**config.mk**
```make
export PLATFORM = sky130hd
export DESIGN_NAME = mm_accumulate_writeback_flat
export DESIGN_NICKNAME = d
export VERILOG_FILES = /design/src/rtl/mm_accumulate_writeback_if.sv /design/src/rtl/mm_accumulate_writeback.sv /design/src/flat_wrapper.sv
export SDC_FILE = /design/constraint.sdc
export NUM_CORES = 1
export LEC_CHECK = 0
export CAP_MARGIN = 20
export CORE_ASPECT_RATIO = 1.25
export CORE_MARGIN = 2
export CORE_UTILIZATION = 55
export DETAILED_ROUTE_END_ITERATION = 16
export PLACE_DENSITY_LB_ADDON = 0.2
export SYNTH_ARGS = -nofsm -noshare
export SYNTH_HDL_FRONTEND = slang
export SYNTH_SLANG_ARGS = --single-unit
```
**constraint.sdc**
```tcl
create_clock -name CLK -period 5.5 [get_ports CLK]
set_input_delay 0.55 -clock CLK [delete_from_list [all_inputs] [get_ports CLK]]
set_output_delay 0.55 -clock CLK [all_outputs]
set_load 0.03 [all_outputs]
```
**src/rtl/mm_accumulate_writeback_if.sv**
```systemverilog
// Signal bundle for the accumulate/writeback stage: job control, product stream,
// result-memory write port, result FIFO head and status.
interface mm_accumulate_writeback_if #(
    parameter int W_D       = 32,
    parameter int W_MEM_C_A = 9
);
    logic                 start;
    logic [W_D-1:0]       vec_len;
    logic [W_D-1:0]       row_len;
    logic [W_D-1:0]       total_res;
    logic                 in_valid;
    logic [2*W_D-1:0]     in_rslt;
    logic                 mem_we;
    logic [W_MEM_C_A-1:0] mem_addr;
    logic [W_D-1:0]       mem_d;
    logic                 out_valid;
    logic [W_D-1:0]       out_data;
    logic                 out_ready;
    logic [W_D-1:0]       check_sum;
    logic                 busy;
    logic                 done;
    logic                 overflow;

    modport slave (
        input  start, vec_len, row_len, total_res, in_valid, in_rslt, out_ready,
        output mem_we, mem_addr, mem_d, out_valid, out_data, check_sum, busy, done, overflow
    );

    modport master (
        output start, vec_len, row_len, total_res, in_valid, in_rslt, out_ready,
        input  mem_we, mem_addr, mem_d, out_valid, out_data, check_sum, busy, done, overflow
    );
endinterface

```
**src/rtl/mm_accumulate_writeback.sv**
```systemverilog
// Sums groups of vec_len products into dot products, writes them to result memory,
// keeps a running check_sum and queues each result in a small valid/ready FIFO.
module mm_accumulate_writeback #(
    parameter int W_D        = 32,
    parameter int W_MEM_C_A  = 9,
    parameter int FIFO_DEPTH = 4
) (
    input logic CLK,
    input logic RST,
    mm_accumulate_writeback_if.slave bus
);
    localparam int PW = (FIFO_DEPTH > 1) ? $clog2(FIFO_DEPTH) : 1;
    localparam int CW = PW + 1;

    typedef enum logic [1:0] {IDLE, RUN, DONE} state_e;

    state_e               state_q, state_d;
    logic [W_D-1:0]       vec_len_q, vec_len_d, row_len_q, row_len_d, total_q, total_d;
    logic [W_D-1:0]       sum_q, sum_d, elem_q, elem_d, res_q, res_d, csum_q, csum_d;
    logic [W_D-1:0]       mem_d_q, mem_d_d;
    logic [W_MEM_C_A-1:0] addr_q, addr_d, mem_addr_q, mem_addr_d;
    logic                 mem_we_q, mem_we_d, ovf_q, ovf_d;
    logic [PW-1:0]        wr_q, wr_d, rd_q, rd_d;
    logic [CW-1:0]        cnt_q, cnt_d;
    logic [W_D-1:0]       fifo_mem [FIFO_DEPTH];
    logic [W_D-1:0]       acc;
    logic                 push, pop, fifo_we, flush, full;
    logic                 unused_hi;

    assign unused_hi = ^bus.in_rslt[2*W_D-1:W_D];
    assign acc       = sum_q + bus.in_rslt[W_D-1:0];
    assign full      = (cnt_q == CW'(FIFO_DEPTH));
    assign pop       = (cnt_q != '0) && bus.out_ready;

    always_comb begin
        state_d    = state_q;
        vec_len_d  = vec_len_q;
        row_len_d  = row_len_q;
        total_d    = total_q;
        sum_d      = sum_q;
        elem_d     = elem_q;
        res_d      = res_q;
        csum_d     = csum_q;
        addr_d     = addr_q;
        ovf_d      = ovf_q;
        mem_we_d   = 1'b0;
        mem_addr_d = mem_addr_q;
        mem_d_d    = mem_d_q;
        push       = 1'b0;
        flush      = 1'b0;
        case (state_q)
            IDLE: begin
                if (bus.start) begin
                    vec_len_d = (bus.vec_len == '0) ? W_D'(1) : bus.vec_len;
                    row_len_d = bus.row_len;
                    total_d   = bus.total_res;
                    sum_d     = '0;
                    elem_d    = '0;
                    res_d     = '0;
                    csum_d    = '0;
                    addr_d    = '0;
                    ovf_d     = 1'b0;
                    flush     = 1'b1;
                    state_d   = (bus.total_res == '0) ? DONE : RUN;
                end
            end
            RUN: begin
                // res_q reaches total_q on the edge of the final write, so DONE
                // follows one cycle after that write's mem_we.
                if (res_q == total_q) begin
                    state_d = DONE;
                end else if (bus.in_valid) begin
                    if (elem_q != vec_len_q - W_D'(1)) begin
                        sum_d  = acc;
                        elem_d = elem_q + W_D'(1);
                    end else begin
                        mem_we_d   = 1'b1;
                        mem_addr_d = addr_q;
                        mem_d_d    = acc;
                        csum_d     = csum_q + acc;
                        push       = 1'b1;
                        sum_d      = '0;
                        elem_d     = '0;
                        res_d      = res_q + W_D'(1);
                        addr_d     = (W_D'(addr_q) == row_len_q - W_D'(1)) ? '0
                                                                           : addr_q + W_MEM_C_A'(1);
                    end
                end
            end
            DONE:    state_d = IDLE;
            default: state_d = IDLE;
        endcase
    end

    // A push into a full FIFO is still accepted when the head leaves this cycle.
    always_comb begin
        wr_d    = wr_q;
        rd_d    = rd_q;
        cnt_d   = cnt_q;
        fifo_we = 1'b0;
        if (flush) begin
            wr_d  = '0;
            rd_d  = '0;
            cnt_d = '0;
        end else begin
            if (pop) rd_d = rd_q + PW'(1);
            if (push && (!full || pop)) begin
                fifo_we = 1'b1;
                wr_d    = wr_q + PW'(1);
            end
            cnt_d = cnt_q + CW'(fifo_we) - CW'(pop);
        end
    end

    always_ff @(posedge CLK) begin
        if (RST) begin
            state_q    <= IDLE;
            vec_len_q  <= '0;
            row_len_q  <= '0;
            total_q    <= '0;
            sum_q      <= '0;
            elem_q     <= '0;
            res_q      <= '0;
            csum_q     <= '0;
            addr_q     <= '0;
            ovf_q      <= 1'b0;
            mem_we_q   <= 1'b0;
            mem_addr_q <= '0;
            mem_d_q    <= '0;
            wr_q       <= '0;
            rd_q       <= '0;
            cnt_q      <= '0;
        end else begin
            state_q    <= state_d;
            vec_len_q  <= vec_len_d;
            row_len_q  <= row_len_d;
            total_q    <= total_d;
            sum_q      <= sum_d;
            elem_q     <= elem_d;
            res_q      <= res_d;
            csum_q     <= csum_d;
            addr_q     <= addr_d;
            ovf_q      <= ovf_d | (push & ~fifo_we);
            mem_we_q   <= mem_we_d;
            mem_addr_q <= mem_addr_d;
            mem_d_q    <= mem_d_d;
            wr_q       <= wr_d;
            rd_q       <= rd_d;
            cnt_q      <= cnt_d;
        end
    end

    always_ff @(posedge CLK) begin
        if (fifo_we) fifo_mem[wr_q] <= acc;
    end

    assign bus.mem_we    = mem_we_q;
    assign bus.mem_addr  = mem_addr_q;
    assign bus.mem_d     = mem_d_q;
    assign bus.out_valid = (cnt_q != '0);
    assign bus.out_data  = (cnt_q != '0) ? fifo_mem[rd_q] : '0;
    assign bus.check_sum = csum_q;
    assign bus.busy      = (state_q == RUN);
    assign bus.done      = (state_q == DONE);
    assign bus.overflow  = ovf_q;
endmodule

```
**src/flat_wrapper.sv**
```systemverilog
// flat-port wrapper written by rule: the top's interface ports become plain ports
module mm_accumulate_writeback_flat 
#(
    parameter int W_D        = 32,
    parameter int W_MEM_C_A  = 9,
    parameter int FIFO_DEPTH = 4
)
  (CLK, RST, bus_start, bus_vec_len, bus_row_len, bus_total_res, bus_in_valid, bus_in_rslt, bus_out_ready, bus_mem_we, bus_mem_addr, bus_mem_d, bus_out_valid, bus_out_data, bus_check_sum, bus_busy, bus_done, bus_overflow);
  mm_accumulate_writeback_if #(.W_D(W_D), .W_MEM_C_A(W_MEM_C_A)) bus_i ();
  input logic CLK;
  input logic RST;
  input wire logic [$bits(bus_i.start)-1:0] bus_start;
  input wire logic [$bits(bus_i.vec_len)-1:0] bus_vec_len;
  input wire logic [$bits(bus_i.row_len)-1:0] bus_row_len;
  input wire logic [$bits(bus_i.total_res)-1:0] bus_total_res;
  input wire logic [$bits(bus_i.in_valid)-1:0] bus_in_valid;
  input wire logic [$bits(bus_i.in_rslt)-1:0] bus_in_rslt;
  input wire logic [$bits(bus_i.out_ready)-1:0] bus_out_ready;
  output wire logic [$bits(bus_i.mem_we)-1:0] bus_mem_we;
  output wire logic [$bits(bus_i.mem_addr)-1:0] bus_mem_addr;
  output wire logic [$bits(bus_i.mem_d)-1:0] bus_mem_d;
  output wire logic [$bits(bus_i.out_valid)-1:0] bus_out_valid;
  output wire logic [$bits(bus_i.out_data)-1:0] bus_out_data;
  output wire logic [$bits(bus_i.check_sum)-1:0] bus_check_sum;
  output wire logic [$bits(bus_i.busy)-1:0] bus_busy;
  output wire logic [$bits(bus_i.done)-1:0] bus_done;
  output wire logic [$bits(bus_i.overflow)-1:0] bus_overflow;
  assign bus_i.start = bus_start;
  assign bus_i.vec_len = bus_vec_len;
  assign bus_i.row_len = bus_row_len;
  assign bus_i.total_res = bus_total_res;
  assign bus_i.in_valid = bus_in_valid;
  assign bus_i.in_rslt = bus_in_rslt;
  assign bus_i.out_ready = bus_out_ready;
  assign bus_mem_we = bus_i.mem_we;
  assign bus_mem_addr = bus_i.mem_addr;
  assign bus_mem_d = bus_i.mem_d;
  assign bus_out_valid = bus_i.out_valid;
  assign bus_out_data = bus_i.out_data;
  assign bus_check_sum = bus_i.check_sum;
  assign bus_busy = bus_i.busy;
  assign bus_done = bus_i.done;
  assign bus_overflow = bus_i.overflow;
  mm_accumulate_writeback #(.W_D(W_D), .W_MEM_C_A(W_MEM_C_A), .FIFO_DEPTH(FIFO_DEPTH)) u_core (.CLK(CLK), .RST(RST), .bus(bus_i));
endmodule
```
==> results.toml <==
[timing]
finClkSkew_ns = 0.0270
finalHoldViolCount = 0
finalSetupViolations = 0
rsz0062_at_grt = "no"
max_slew.worst_pin.slew_ns = 1.10
finalMaxSlewViolations = 0
fin_crit_sh = 0.933
tns_ns = 0
min_period_ns = 5.13
fmax_mhz = 195
relSlewSlack = 0.264

[synthesis]
syn_inst = 2111
yosys_warnings = 0
synthArstFlopShare = 0
synthDistinctLibCells = 82
synth_nets = 2352
ys_seq_area_frac = 0.471
synthAdderAreaFrac = 0.0478
syn_area_sq_um = 20400
synth_mux_area_frac = 0.0398
yosys.area_share.simple = 0.189
synth_compound_area_frac = 0.136
synth_seq_cells = 415
avgSynthCellArea_sq_um = 9.65
synth_top_family_by_area = "simple AND/OR/NAND/NOR gates"
synth_edf_count = 128
ys.flop_type = "dfxtp_1"
synth_xor_area_frac = 0.0882

[floorplanning]
start_util = 0.559
core_area_sq_um = 36400
io_pins = 275
die_area_sq_um = 38600
fp.dieH_um = 219
die_width_um = 176
core.rowCount = 78

[pwr]
p_int_uw = 5680
clockPowerShare = 0.423
peakVddDrop_uv = 209
power_frac_seq = 0.437
p_leak_uw = 0.00933
switchingPower_uw = 1880
combinationalPowerShare = 0.140
power_density_nw_per_um2 = 301
swShare = 0.249
total_power_uw = 7560

[final_layout]
area_delta_synth_final_pct = 23.5
mostFrequentLayoutCells = "nand2_1, dfxtp_1, clkdlybuf4s50_1"
fillCellCount = 2788
fin_nets = 2613
post-route-util = 0.691
seqCellArea_sq_um = 9590
stdcell_count = 2885
layout_commonest_cell = "nand2_1"
drive_gt1_frac = 0.0832
num_antenna_cells = 0
multi_input_area_sq_um = 10200

[worst_hold_path]
hp-class = "reg -> reg"
min_from = "u_core.bus.mem_d[10]$_SDFFE_PP0P_"

[worst_setup_path]
cp_num_buf_inv = 1
crit_chain = "clkdlybuf4s50_1 > ha_1 > a21o_1 > and2_1 > or4_1 > o211a_1 > o31ai_1 > o2111ai_1 > o31ai_1 > xnor2_1 > ha_1 > nand2_1 > o21ai_0 > nor2_1 > o21ai_0 > a211oi_1 > o21bai_1 > a21oi_1 > xor2_1 > or3_1 > o21ai_0"
endpoint_kind = "flop"
worstPathRequired_ns = 5.98
cpMostUsedCell = "o21ai_0"
cp_max_fo = 3
crit_arrival_ns = 5.61
max_stage_delay_ns = 0.50
cp_num_cells = 21
crit_path_top_delay_cell = "or4_1"
r2r-start = "u_core.sum_q[9]$_SDFFE_PP0P_"
r2r_slack_ns = 0.52
critPathKind = "in -> reg"
crit_start = "bus_in_rslt[9]"
worst-r2r-cell-count = 20
r2r-end = "u_core.bus.check_sum[31]$_SDFFE_PP0P_"
critPathTopFamily = "compound AO/OA/AOI/OAI gates"
startpoint_type = "input pin"
crit_path_end = "u_core.bus.check_sum[31]$_SDFFE_PP0P_"

[global_routing]
grt_first_pass_wirelength_um = 84900
grt_max_degree = 87
grt_pass1_vias = 16500
antenna_found_initial = 1
track_usage = 0.277
grt-ovfl-total = 0

[detailed_routing]
vias = 16700
ant_nets = 0
drt-pass1-iter-count = 5
wl_per_cell_um = 18.6
totalWireLength_um = 53700
drtIter0Drc = 1068
via_per_inst = 5.78
drc_errors = 0

[clock_tree]
postCtsSetupBuffers = 0
cts.sinks = 415
ctsHoldBuffers = 0
clk_latency_ns = 0.56
cts_inserted_buffers = 41
cts_resized = 0
clkTransAtPathRegs_ns = 0.06
cts_buffer_depth = 3
tritoncts = "yes"
cts_max_level = 2
ctsRootBufferMaster = "clkbuf_16"

[placement]
hpwl_um = 38000
io_buffers = 242
routabilityCongestion = 0.931
dp_cells = 2806

[flow_run]
cap_violations = 0

[status]
status = "complete, no violations"
power by group through the flow:
stage	registers (uW)	logic, uW	clock network (uW)
3_3_place_gp	3370	1010	0
5_1_grt	3310	1160	3360
3_5_place_dp	3370	1040	0
2_1_floorplan	3350	668	0
6_report	3300	1060	3200
4_1_cts	3300	1050	3250
worst min path at each step:
stage	end	cells after the start	slack, ns
finish	u_core.bus.mem_d[10]$_SDFFE_PP0P_	2	0.45
global route	u_core.bus.mem_d[10]$_SDFFE_PP0P_	2	0.47
CTS	u_core.bus.mem_d[3]$_SDFFE_PP0P_	2	0.45
detailed placement	u_core.bus.mem_d[3]$_SDFFE_PP0P_	2	0.45
global placement	u_core.bus.mem_d[16]$_SDFFE_PP0P_	2	0.44
floorplan	u_core.state_q[1]$_SDFFE_PP0P_	1	0.43
worst min-delay path: stages (launching register included):
cell	delay, ns
dfxtp_1	0.31
nand2_1	0.05
a21oi_1	0.05
registers in the layout (all words and copies together), names as in the netlist, 9 cells and up, named ones only:
| name | count |
|---|---|
| u_core.row_len_q | 32 |
| u_core.res_q | 32 |
| u_core.vec_len_q | 32 |
| u_core.fifo_mem | 128 |
| u_core.bus.check_sum | 32 |
| u_core.total_q | 32 |
| u_core.addr_q | 9 |
| u_core.bus.mem_addr | 9 |
| u_core.elem_q | 32 |
| u_core.sum_q | 32 |
| u_core.bus.mem_d | 32 |
stage by stage:
step / setup WS, ns / area (sq um) / hold slack [ns]
CTS: 0.431 / 25100 / 0.454
global route: 0.0646 / 25100 / 0.469
detailed placement: -0.0504 / 23500 / 0.446
floorplan: 0.735 / 20400 / 0.429
finish: 0.371 / 25100 / 0.453
global placement: 0.0594 / 23500 / 0.439
kinds of logic after synthesis:
family          Yosys count
simple gates            801
compound gates          432
flops                   415
xor+xnor                205
buf+inv                 141
fa+ha+maj                76
mux                      41
cell type report:
class,instances,share of cell area
multi-input cells,1555,0.407
flip-flops and latches,415,0.381
repair buffers,307,0.118
clock buffers,55,0.0466
well taps,480,0.0239
clock inverters,21,0.0152
inverters,52,0.00776
per-layer routing:
layer  GRT usage  vias to the layer above  wire, um
li1            -                     8060         -
met1       0.331                     7966     21600
met2       0.497                      513     26800
met3      0.0385                      131      2940
met4       0.118                        2      2330
met5           0                        -        13
synthesized netlist by cell type, drive strengths merged, types with 12 or more instances:
library cell,number,share of area
a21o,30,0.011
or3,12,0.0037
dfxtp,287,0.28
a22oi,28,0.010
nor3,30,0.0076
buf,20,0.0053
and3,17,0.0052
xnor2,117,0.050
nor2b,15,0.0046
and2,46,0.014
ha,73,0.045
nand2b,16,0.0049
nand3,60,0.016
nor4,41,0.014
a21oi,169,0.042
clkbuf,69,0.013
edfxtp,128,0.19
o21ai,82,0.020
nand4,35,0.011
xor2,88,0.038
inv,51,0.0094
a22o,34,0.015
nand2,312,0.058
nor2,172,0.032
mux4,32,0.035
(Power assumes the default switching activity.)
